[src/rtl/multicycle_ctrl_pkg.sv]
// Shared types and encodings for the multi-cycle RV32I control FSM.
package multicycle_ctrl_pkg;

    typedef enum logic [3:0] {
        S_FETCH, S_DECODE, S_MEM_ADR, S_MEM_READ, S_MEM_WB, S_MEM_WRITE,
        S_EXEC_R, S_EXEC_I, S_ALU_WB, S_BRANCH, S_JAL, S_JALR, S_LUI, S_TRAP
    } state_t;

    localparam logic [6:0] OP_RTYPE  = 7'b0110011;
    localparam logic [6:0] OP_ITYPE  = 7'b0010011;
    localparam logic [6:0] OP_LOAD   = 7'b0000011;
    localparam logic [6:0] OP_STORE  = 7'b0100011;
    localparam logic [6:0] OP_BRANCH = 7'b1100011;
    localparam logic [6:0] OP_JAL    = 7'b1101111;
    localparam logic [6:0] OP_JALR   = 7'b1100111;
    localparam logic [6:0] OP_LUI    = 7'b0110111;

    localparam logic [3:0] ALU_ADD  = 4'b0000;
    localparam logic [3:0] ALU_SUB  = 4'b0001;
    localparam logic [3:0] ALU_AND  = 4'b0010;
    localparam logic [3:0] ALU_OR   = 4'b0011;
    localparam logic [3:0] ALU_XOR  = 4'b0100;
    localparam logic [3:0] ALU_SLL  = 4'b0101;
    localparam logic [3:0] ALU_SRL  = 4'b0110;
    localparam logic [3:0] ALU_SRA  = 4'b0111;
    localparam logic [3:0] ALU_SLT  = 4'b1000;
    localparam logic [3:0] ALU_SLTU = 4'b1001;

    localparam logic [2:0] IMM_I = 3'b000;
    localparam logic [2:0] IMM_S = 3'b001;
    localparam logic [2:0] IMM_B = 3'b010;
    localparam logic [2:0] IMM_J = 3'b011;
    localparam logic [2:0] IMM_U = 3'b100;

    localparam logic [1:0] SRCA_PC    = 2'b00;
    localparam logic [1:0] SRCA_OLDPC = 2'b01;
    localparam logic [1:0] SRCA_RS1   = 2'b10;
    localparam logic [1:0] SRCA_ZERO  = 2'b11;
    localparam logic [1:0] SRCB_RS2   = 2'b00;
    localparam logic [1:0] SRCB_IMM   = 2'b01;
    localparam logic [1:0] SRCB_FOUR  = 2'b10;

    localparam logic [1:0] RES_ALUOUT = 2'b00;
    localparam logic [1:0] RES_RDATA  = 2'b01;
    localparam logic [1:0] RES_ALU    = 2'b10;

    function automatic logic [2:0] imm_src_of(input logic [6:0] op);
        case (op)
            OP_STORE:  return IMM_S;
            OP_BRANCH: return IMM_B;
            OP_JAL:    return IMM_J;
            OP_LUI:    return IMM_U;
            default:   return IMM_I;
        endcase
    endfunction

endpackage

[src/rtl/multicycle_control_if.sv]
// Control <-> datapath/memory bundle. illegal_instr exists only with CTRL_TRAP_EN.
interface multicycle_control_if #(
    parameter int ALU_CTRL_WIDTH = 4,
    parameter int IMM_SRC_WIDTH  = 3
);
    logic [6:0]                op;
    logic [2:0]                funct3;
    logic                      funct7_5;
    logic                      zero;
    logic                      mem_ready;
    logic                      mem_req;
    logic                      mem_write;
    logic                      adr_src;
    logic                      ir_write;
    logic                      pc_write;
    logic                      reg_write;
    logic [1:0]                alu_src_a;
    logic [1:0]                alu_src_b;
    logic [ALU_CTRL_WIDTH-1:0] alu_control;
    logic [1:0]                result_src;
    logic [IMM_SRC_WIDTH-1:0]  imm_src;
    logic                      instr_done;
    logic                      mem_timeout;
`ifdef CTRL_TRAP_EN
    logic                      illegal_instr;
`endif

    modport master (
        input  op, funct3, funct7_5, zero, mem_ready,
        output mem_req, mem_write, adr_src, ir_write, pc_write, reg_write,
               alu_src_a, alu_src_b, alu_control, result_src, imm_src,
               instr_done, mem_timeout
`ifdef CTRL_TRAP_EN
        , output illegal_instr
`endif
    );

    modport slave (
        output op, funct3, funct7_5, zero, mem_ready,
        input  mem_req, mem_write, adr_src, ir_write, pc_write, reg_write,
               alu_src_a, alu_src_b, alu_control, result_src, imm_src,
               instr_done, mem_timeout
`ifdef CTRL_TRAP_EN
        , input illegal_instr
`endif
    );

endinterface

[src/rtl/multicycle_control_alu_decoder.sv]
// funct3/funct7_5 -> ALU op for register and immediate ALU instructions.
module alu_decoder
    import multicycle_ctrl_pkg::*;
#(
    parameter int ALU_CTRL_WIDTH = 4
) (
    input  logic                      is_rtype,
    input  logic [2:0]                funct3,
    input  logic                      funct7_5,
    output logic [ALU_CTRL_WIDTH-1:0] alu_control
);
    logic [3:0] alu_op;

    always_comb begin
        alu_op = ALU_ADD;
        case (funct3)
            3'b000:  alu_op = (is_rtype && funct7_5) ? ALU_SUB : ALU_ADD;
            3'b001:  alu_op = ALU_SLL;
            3'b010:  alu_op = ALU_SLT;
            3'b011:  alu_op = ALU_SLTU;
            3'b100:  alu_op = ALU_XOR;
            // srai/sra share the funct7_5 select
            3'b101:  alu_op = funct7_5 ? ALU_SRA : ALU_SRL;
            3'b110:  alu_op = ALU_OR;
            default: alu_op = ALU_AND;
        endcase
    end

    assign alu_control = ALU_CTRL_WIDTH'(alu_op);

endmodule

[src/rtl/multicycle_control.sv]
// Multi-cycle RV32I control FSM with req/ready memory wait and optional
// timeout flag. CTRL_TRAP_EN: illegal opcodes lock into TRAP instead of NOP.
module multicycle_control
    import multicycle_ctrl_pkg::*;
#(
    parameter int          ALU_CTRL_WIDTH = 4,
    parameter int          IMM_SRC_WIDTH  = 3,
    parameter int unsigned MEM_TIMEOUT    = 0
) (
    input  logic                clk,
    input  logic                rst_n,
    multicycle_control_if.master bus
);
    state_t      state_q, state_d;
    logic        run_q, run_d;
    logic [31:0] cnt_q, cnt_d;
    logic        tmo_q, tmo_d;

    logic       mem_req, mem_write, adr_src, ir_write, pc_write, reg_write, instr_done;
    logic [1:0] src_a, src_b, res_src;
    logic [3:0] alu_fixed;
    logic       use_dec, waiting;
    logic [ALU_CTRL_WIDTH-1:0] alu_dec;

    alu_decoder #(.ALU_CTRL_WIDTH(ALU_CTRL_WIDTH)) u_alu_dec (
        .is_rtype    (bus.op == OP_RTYPE),
        .funct3      (bus.funct3),
        .funct7_5    (bus.funct7_5),
        .alu_control (alu_dec)
    );

    // run_q holds all outputs at zero until the first edge after reset release
    assign run_d = 1'b1;

    always_comb begin
        state_d    = state_q;
        mem_req    = 1'b0;
        mem_write  = 1'b0;
        adr_src    = 1'b0;
        ir_write   = 1'b0;
        pc_write   = 1'b0;
        reg_write  = 1'b0;
        instr_done = 1'b0;
        src_a      = SRCA_PC;
        src_b      = SRCB_RS2;
        res_src    = RES_ALUOUT;
        alu_fixed  = ALU_ADD;
        use_dec    = 1'b0;
        if (run_q) begin
            case (state_q)
                S_FETCH: begin
                    mem_req = 1'b1;
                    src_b   = SRCB_FOUR;
                    res_src = RES_ALU;
                    if (bus.mem_ready) begin
                        ir_write = 1'b1;
                        pc_write = 1'b1;
                        state_d  = S_DECODE;
                    end
                end
                S_DECODE: begin
                    src_a = SRCA_OLDPC;
                    src_b = SRCB_IMM;
                    case (bus.op)
                        OP_LOAD, OP_STORE: state_d = S_MEM_ADR;
                        OP_RTYPE:          state_d = S_EXEC_R;
                        OP_ITYPE:          state_d = S_EXEC_I;
                        OP_BRANCH:         state_d = S_BRANCH;
                        OP_JAL:            state_d = S_JAL;
                        OP_JALR:           state_d = S_JALR;
                        OP_LUI:            state_d = S_LUI;
`ifdef CTRL_TRAP_EN
                        default:           state_d = S_TRAP;
`else
                        default: begin
                            instr_done = 1'b1;
                            state_d    = S_FETCH;
                        end
`endif
                    endcase
                end
                S_MEM_ADR: begin
                    src_a   = SRCA_RS1;
                    src_b   = SRCB_IMM;
                    state_d = (bus.op == OP_STORE) ? S_MEM_WRITE : S_MEM_READ;
                end
                S_MEM_READ: begin
                    mem_req = 1'b1;
                    adr_src = 1'b1;
                    if (bus.mem_ready) state_d = S_MEM_WB;
                end
                S_MEM_WB: begin
                    res_src    = RES_RDATA;
                    reg_write  = 1'b1;
                    instr_done = 1'b1;
                    state_d    = S_FETCH;
                end
                S_MEM_WRITE: begin
                    mem_req   = 1'b1;
                    mem_write = 1'b1;
                    adr_src   = 1'b1;
                    if (bus.mem_ready) begin
                        instr_done = 1'b1;
                        state_d    = S_FETCH;
                    end
                end
                S_EXEC_R, S_EXEC_I: begin
                    src_a   = SRCA_RS1;
                    src_b   = (state_q == S_EXEC_I) ? SRCB_IMM : SRCB_RS2;
                    use_dec = 1'b1;
                    state_d = S_ALU_WB;
                end
                S_ALU_WB: begin
                    reg_write  = 1'b1;
                    instr_done = 1'b1;
                    state_d    = S_FETCH;
                end
                S_BRANCH: begin
                    src_a      = SRCA_RS1;
                    alu_fixed  = ALU_SUB;
                    pc_write   = (bus.funct3[2:1] == 2'b00) && (bus.zero ^ bus.funct3[0]);
                    instr_done = 1'b1;
                    state_d    = S_FETCH;
                end
                S_JALR: begin
                    src_a   = SRCA_RS1;
                    src_b   = SRCB_IMM;
                    state_d = S_JAL;
                end
                S_JAL: begin
                    src_a    = SRCA_OLDPC;
                    src_b    = SRCB_FOUR;
                    pc_write = 1'b1;
                    state_d  = S_ALU_WB;
                end
                S_LUI: begin
                    src_a   = SRCA_ZERO;
                    src_b   = SRCB_IMM;
                    state_d = S_ALU_WB;
                end
                default: state_d = state_q;
            endcase
        end
    end

    assign waiting = run_q && !bus.mem_ready &&
                     (state_q == S_FETCH || state_q == S_MEM_READ || state_q == S_MEM_WRITE);

    // count restarts whenever a wait ends or a non-wait state is visited
    always_comb begin
        cnt_d = '0;
        tmo_d = tmo_q;
        if (MEM_TIMEOUT != 0 && waiting && !tmo_q) begin
            cnt_d = cnt_q + 32'd1;
            if (cnt_d >= MEM_TIMEOUT) tmo_d = 1'b1;
        end
    end

    always_ff @(posedge clk or negedge rst_n) begin
        if (!rst_n) begin
            state_q <= S_FETCH;
            run_q   <= 1'b0;
            cnt_q   <= '0;
            tmo_q   <= 1'b0;
        end else begin
            state_q <= state_d;
            run_q   <= run_d;
            cnt_q   <= cnt_d;
            tmo_q   <= tmo_d;
        end
    end

    assign bus.mem_req     = mem_req;
    assign bus.mem_write   = mem_write;
    assign bus.adr_src     = adr_src;
    assign bus.ir_write    = ir_write;
    assign bus.pc_write    = pc_write;
    assign bus.reg_write   = reg_write;
    assign bus.instr_done  = instr_done;
    assign bus.alu_src_a   = src_a;
    assign bus.alu_src_b   = src_b;
    assign bus.result_src  = res_src;
    assign bus.alu_control = use_dec ? alu_dec : ALU_CTRL_WIDTH'(alu_fixed);
    assign bus.imm_src     = run_q ? IMM_SRC_WIDTH'(imm_src_of(bus.op)) : '0;
    assign bus.mem_timeout = tmo_q;
`ifdef CTRL_TRAP_EN
    assign bus.illegal_instr = run_q && (state_q == S_TRAP);
`endif

endmodule

[src/flat_wrapper.sv]
// flat-port wrapper written by rule: the top's interface ports become plain ports
module multicycle_control_flat import multicycle_ctrl_pkg::*;
#(
    parameter int          ALU_CTRL_WIDTH = 4,
    parameter int          IMM_SRC_WIDTH  = 3,
    parameter int unsigned MEM_TIMEOUT    = 0
)
  (clk, rst_n, bus_op, bus_funct3, bus_funct7_5, bus_zero, bus_mem_ready, bus_mem_req, bus_mem_write, bus_adr_src, bus_ir_write, bus_pc_write, bus_reg_write, bus_alu_src_a, bus_alu_src_b, bus_alu_control, bus_result_src, bus_imm_src, bus_instr_done, bus_mem_timeout);
  multicycle_control_if #(.ALU_CTRL_WIDTH(ALU_CTRL_WIDTH), .IMM_SRC_WIDTH(IMM_SRC_WIDTH)) bus_i ();
  input  logic clk;
  input  logic rst_n;
  input wire logic [$bits(bus_i.op)-1:0] bus_op;
  input wire logic [$bits(bus_i.funct3)-1:0] bus_funct3;
  input wire logic [$bits(bus_i.funct7_5)-1:0] bus_funct7_5;
  input wire logic [$bits(bus_i.zero)-1:0] bus_zero;
  input wire logic [$bits(bus_i.mem_ready)-1:0] bus_mem_ready;
  output wire logic [$bits(bus_i.mem_req)-1:0] bus_mem_req;
  output wire logic [$bits(bus_i.mem_write)-1:0] bus_mem_write;
  output wire logic [$bits(bus_i.adr_src)-1:0] bus_adr_src;
  output wire logic [$bits(bus_i.ir_write)-1:0] bus_ir_write;
  output wire logic [$bits(bus_i.pc_write)-1:0] bus_pc_write;
  output wire logic [$bits(bus_i.reg_write)-1:0] bus_reg_write;
  output wire logic [$bits(bus_i.alu_src_a)-1:0] bus_alu_src_a;
  output wire logic [$bits(bus_i.alu_src_b)-1:0] bus_alu_src_b;
  output wire logic [$bits(bus_i.alu_control)-1:0] bus_alu_control;
  output wire logic [$bits(bus_i.result_src)-1:0] bus_result_src;
  output wire logic [$bits(bus_i.imm_src)-1:0] bus_imm_src;
  output wire logic [$bits(bus_i.instr_done)-1:0] bus_instr_done;
  output wire logic [$bits(bus_i.mem_timeout)-1:0] bus_mem_timeout;
  assign bus_i.op = bus_op;
  assign bus_i.funct3 = bus_funct3;
  assign bus_i.funct7_5 = bus_funct7_5;
  assign bus_i.zero = bus_zero;
  assign bus_i.mem_ready = bus_mem_ready;
  assign bus_mem_req = bus_i.mem_req;
  assign bus_mem_write = bus_i.mem_write;
  assign bus_adr_src = bus_i.adr_src;
  assign bus_ir_write = bus_i.ir_write;
  assign bus_pc_write = bus_i.pc_write;
  assign bus_reg_write = bus_i.reg_write;
  assign bus_alu_src_a = bus_i.alu_src_a;
  assign bus_alu_src_b = bus_i.alu_src_b;
  assign bus_alu_control = bus_i.alu_control;
  assign bus_result_src = bus_i.result_src;
  assign bus_imm_src = bus_i.imm_src;
  assign bus_instr_done = bus_i.instr_done;
  assign bus_mem_timeout = bus_i.mem_timeout;
  multicycle_control #(.ALU_CTRL_WIDTH(ALU_CTRL_WIDTH), .IMM_SRC_WIDTH(IMM_SRC_WIDTH), .MEM_TIMEOUT(MEM_TIMEOUT)) u_core (.clk(clk), .rst_n(rst_n), .bus(bus_i));
endmodule
[config.mk]
export PLATFORM = sky130hd
export DESIGN_NAME = multicycle_control_flat
export DESIGN_NICKNAME = d
export VERILOG_FILES = /design/src/rtl/multicycle_ctrl_pkg.sv /design/src/rtl/multicycle_control_if.sv /design/src/rtl/multicycle_control_alu_decoder.sv /design/src/rtl/multicycle_control.sv /design/src/flat_wrapper.sv
export SDC_FILE = /design/constraint.sdc
export NUM_CORES = 1
export LEC_CHECK = 0
export BUFFER_PORTS_ARGS = -buffer_cell sky130_fd_sc_hd__buf_2
export CORE_MARGIN = 5
export CORE_UTILIZATION = 43
export CTS_CLUSTER_SIZE = 14
export DETAILED_ROUTE_END_ITERATION = 10
export PLACE_DENSITY = 0.73
export SYNTH_ARGS = -nofsm -noshare
export SYNTH_HDL_FRONTEND = slang
export SYNTH_SLANG_ARGS = --single-unit
[constraint.sdc]
create_clock -name clk -period 1.63 [get_ports clk]
set_clock_uncertainty 0.15 [all_clocks]
set_input_delay 0.0815 -clock clk [delete_from_list [all_inputs] [get_ports clk]]
set_output_delay 0.0815 -clock clk [all_outputs]
set_load 0.05 [all_outputs]
[After elaboration in Yosys (flattened, before gate mapping)]
Index checks and enable logic that the tools add are counted.
Word-level totals
  register bits: 5
  bits in latches: 0
  bits in writable memories: 0
  bits in read-only memories: 0
  bits of input ports: 15
  output and inout port bits: 21
  logic and storage cells: 90
  memories: 0
Cells by class
  $add $sub $neg: 0
  multipliers: 0
  div/mod/pow operators: 0
  magnitude comparators: 0
  eq/ne operators: 29
  shift operators: 0
  multiplexer cells: 39
  bitwise gates (word level): 1
  reduce and logical (&&, ||, !) cells: 19
Operators by type and width (count)
  $pmux 4 s7: 2
  $pmux 4 s8: 1
  $eq 7x6->1 const B: 3
  $eq 7x7->1 const B: 3
  $eq 4x4->1 const B: 5
  $mux 1: 20
  $mux 4: 5
  $eq 4x3->1 const B: 4
  $pmux 2 s3: 2
  $pmux 3 s4: 1
  $reduce_or 2->1: 6
  $eq 3x3->1 const B: 3
  $eq 4x2->1 const B: 2
  $reduce_bool 8->1: 1
  $reduce_or 4->1: 2
  $reduce_or 8->1: 1
  $eq 7x2->1 const B: 1
  $eq 7x5->1 const B: 1
  $eq 3x2->1 const B: 2
  $mux 2: 3
  $mux 3: 2
  $ne 2x2->1 const B: 3
  $pmux 1 s3: 2
  $reduce_or 3->1: 2
  other kinds (10): 11

[Depth between registers and ports, before layout]
  word-level depth: 5
  depth in mapped cells: 5

[Modules after synthesis]
From an unflattened synthesis, not the netlist that was laid out.
Second synthesis, totals
  cells, all modules: 134
  area total of the unflattened synthesis: 873.3 µm²
By module, submodules not included
  multicycle_control: instances 1, cells an instance 125, area an instance 810.8 µm², sequential area each 125.1 µm²
  alu_decoder: instances 1, cells an instance 9, area an instance 62.6 µm², sequential area each 0.0 µm²

[Worst setup path after synthesis]
Ideal clock, no wire load.
  path kind: register -> output
  start point: register u_core.state_q[1]
  end point: output port bus_ir_write
  data arrival time: 2.429 ns
  required time: 1.398 ns
  path slack: -1.031 ns
  stages on the path, launching flop included: 6
  cell sequence: dfrtp_1 buf_6 nor2_1 nand2_1 nor3_1 and2_1
Between the ends
  word-level cells in the longest chain between the ends: 3
RTL lines
  start, declared: RTL line multicycle_control.sv:14  | state_t state_q, state_d;
  start signal, assigned: RTL line multicycle_control.sv:166  | state_q <= state_d;
  $logic_not 4->1
  $mux 1: RTL line multicycle_control.sv:50  | case (state_q)
  $mux 1: RTL line multicycle_control.sv:49  | if (run_q) begin
  end, declared: RTL line flat_wrapper.sv:20  | output wire logic [$bits(bus_i.ir_write)-1:0] bus_ir_write;
No other way between the ends.

[Worst setup path after layout]
  start point: register u_core.state_q[1]
  end point: register u_core.state_q[0]
Between the ends
  word-level cells in the longest chain between the ends: 4
  elaborated cells between the ends (all ways): 21
  those cells by class: 15 x eq/ne; 1 x mux; 5 x reduce/logical
RTL lines (RTL line)
  $eq 4x3->1 / $eq 4x4->1 (equally long branches): multicycle_control.sv:50
  $reduce_or 4->1 (no line) / $reduce_or 3->1 (equally long branches)
  $reduce_bool 8->1 (no line)
  $reduce_and 5->1 (no line)
Parallel ways exist; a longest one is shown, timed or not.
A chain may end at the register's enable or synchronous reset.

==> impl_metrics.py <==
metrics = {
    "sta": {
        "tightestPinTransition_ns": 0.623,
        "hold_ws_ns": 0.0211,
        "finalCriticalPeriod_ns": 2.02,
        "setup_viol": 21,
        "setup_ws_ns": -0.393,
        "slew_violations": 0,
        "rsz0062_at_grt": "true",
        "fmax_ghz": 0.494,
        "fin_crit_sh_pct": 124,
        "hold_viol": 0,
        "slew_headroom_pct": 58.1,
        "finalSetupTns_ns": -5.64,
    },
    "yosys": {
        "avgSynthCellArea_um2": 6.76,
        "netlist_area_um2": 886,
        "async_flop_share_pct": 100,
        "syn_nets": 146,
        "synth_edf_count": 0,
        "ys_types": 48,
        "synth.largest_area_cell": "dfrtp_1",
        "synth_top_area_share_pct": 14.1,
        "ys.flop_type": "dfrtp_1",
        "ys_seq_area_share_pct": 14.1,
        "synth_area_leaders": "dfrtp_1 14%, nand2_1 5.5%, nor2_1 5.5%, nor2b_1 4.9%, o21ai_0 4.5%",
        "syn-instance-count": 131,
        "yosysWarnings": 0,
        "synth_seq_cells": 5,
    },
    "routing": {
        "finalWirelength_um": 5540,
        "via_per_inst": 6.60,
        "drtIter0Drc": 137,
        "drt_first_pass_iters": 6,
        "routedWlPerCell_um": 24.1,
        "ant_nets": 0,
        "route.detailed.drc": 0,
        "num_vias": 1518,
    },
    "floorplanning": {
        "die_area_mm2": 0.00307,
        "floorplan.rows": 16,
        "coreArea_mm2": 0.00196,
        "fp.dieH_um": 55.4,
        "initial_core_util_pct": 45.2,
        "io-pin-count": 36,
        "die_w_um": 55.4,
    },
    "outcome": {
        "outcome": "finished, violations left",
        "violations": "negative setup slack",
    },
    "pwr": {
        "finalPower_uw": 399,
        "power.leakage_uw": 0.000823,
        "vdd_drop_max_uv": 499,
        "power_frac_comb_pct": 30.4,
        "power_density_mw_per_mm2": 212,
        "intPower_uw": 252,
        "power_frac_seq_pct": 32.0,
        "power.switching_uw": 147,
        "p_clk_share_pct": 37.6,
        "swShare_pct": 36.9,
    },
    "placement": {
        "gp_congestion": 0.898,
        "hpwl_um": 2480,
        "placedCellCount": 214,
        "portBuffers": 34,
    },
    "cells_and_area": {
        "nets": 219,
        "diodes": 0,
        "area_growth_pct": 113,
        "final_cells": 230,
        "drive_gt1_share_pct": 64.0,
        "nFillCells": 44,
        "utilization_pct": 96.0,
    },
    "min_path": {
        "hold_path.class": "in -> async",
    },
    "cts": {
        "clockRootBuffer": "clkbuf_4",
        "cts_buffer_depth": 2,
        "cts.sinks": 5,
        "h-tree-depth": 1,
        "tritoncts.num_buffers": 3,
        "path_clk_slew_ns": 0.05,
        "insertion_delay_ns": 0.25,
        "cts_tree": "yes",
    },
    "grt": {
        "grt_pass1_wl_um": 5890,
        "grt_pass1_vias": 1318,
        "grt_use_total_pct": 22.7,
        "grt_max_degree": 12,
        "grt_remaining_overflow": 0,
        "antenna_found_initial": 0,
    },
    "setup_path": {
        "regToRegStartpoint": "u_core.state_q[1]",
        "worst-path-max-fanout": 6,
        "worst-r2r-cell-count": 4,
        "arrival_ns": 2.01,
        "worst-setup-path-type": "reg -> reg",
        "reg2reg_slack_ns": -0.39,
        "worstPathRequired_ns": 1.61,
        "end_kind": "flip-flop",
        "worstSetupStartpointType": "flip-flop",
        "cp-startpoint": "u_core.state_q[1]",
    },
    "job": {
        "max_cap_viol_count": 0,
    },
}
[state kept, by name (all words and copies together), names as in the netlist]
name and count:
u_core.run_q 1, u_core.state_q 4
[repair_timing]
item,CTS,global route
buffers inserted,4,7
hold buffers,1,0
pin swaps,9,13
hold endpoints to repair,5,0
resized for setup,53,28
endpoints found under the setup margin,21,21
[logic make-up after synthesis]
| group | count (synthesis) | synth area share (%) |
|---|---|---|
| flip-flops | 5 | 14.1 |
| other | 2 | 0.848 |
| buffers and inverters | 14 | 7.77 |
| AO/OA/AOI/OAI | 34 | 27.4 |
| AND/OR/NAND/NOR | 69 | 42.0 |
| XOR/XNOR | 4 | 3.96 |
| multiplexers | 3 | 3.95 |
[per-stage QoR]
step	setup slack (ns)	area (um2)
after floorplan	-0.197	1100
after global placement	-0.157	1480
after detailed placement	-0.154	1480
after CTS	-0.254	1720
after global routing	-0.415	1880
final	-0.393	1880
[path summary, 6_finish.rpt]
| path | end |
|---|---|
| setup reg to reg | u_core.state_q[0] |
| hold reg to reg | u_core.state_q[3] |
| setup / recovery | u_core.state_q[0] |
| min in group clk | u_core.state_q[3] |
| max in group asynchronous | u_core.run_q |
| hold / removal | u_core.state_q[0] |
[layout by cell type (no fill, tap or decap), types with 2 or more instances in the layout]
cell / instances
o21ai_1: 2
nand2b_4: 2
a21oi_1: 3
buf_8: 3
o31ai_2: 2
nand2_4: 2
buf_2: 17
nand2_1: 10
nor2b_1: 6
nor3_1: 2
and3_1: 2
buf_4: 29
nand2b_1: 3
o21ai_0: 5
clkbuf_4: 3
buf_6: 25
a21oi_4: 2
and3b_1: 2
dfrtp_2: 4
xnor2_1: 2
nor2_1: 6
xor2_1: 2
o21a_1: 2
conb_1: 2
a211oi_4: 3
nand3_1: 4
and2_4: 2
nor2_4: 6
nor3_4: 4
inv_1: 3
[final cells by class]
cell class | instances | area, um2 | share of cell area, %
clock buffers | 3 | 22.5 | 1.20
clock inverters | 1 | 5.00 | 0.266
inverters | 6 | 28.8 | 1.53
multi-input cells | 112 | 1020 | 54.1
flip-flops and latches | 5 | 130 | 6.91
well taps | 27 | 33.8 | 1.79
repair buffers | 76 | 644 | 34.2
[layer usage]
layer	track usage, %	vias to the layer above	part of all wire [%]
met5	0	-	0
met2	39.7	141	48
met1	27.5	717	35
met4	9.38	0	6.1
li1	-	620	-
met3	3.26	40	11
[critical path: stages, from the launching register on]
cell	delay, ns
dfrtp_2	0.48
xor2_1	0.22
nor4_1	0.50
or2_4	0.25
mux2_4	0.30
[power groups by stage]
stage                     Clock (uW)  Sequential (uW)  Combinational, uW
after floorplan                    0              131               59.5
after global placement             0              129                101
after detailed placement           0              129                104
after CTS                        153              127                107
after global routing             164              127                126
final                            150              127                121
[synthesized netlist by cell type, types with 4 or more instances]
cell and number:
o21ai_0 8, a21oi_1 6, nor2_1 13, dfrtp_1 5, nor2b_1 7, nand2b_1 5
inv_1 5, nand2_1 13, buf_2 4, nand3_1 6, nor3_1 7, a211oi_1 4
Note: power is estimated with default switching activity, not from simulation.
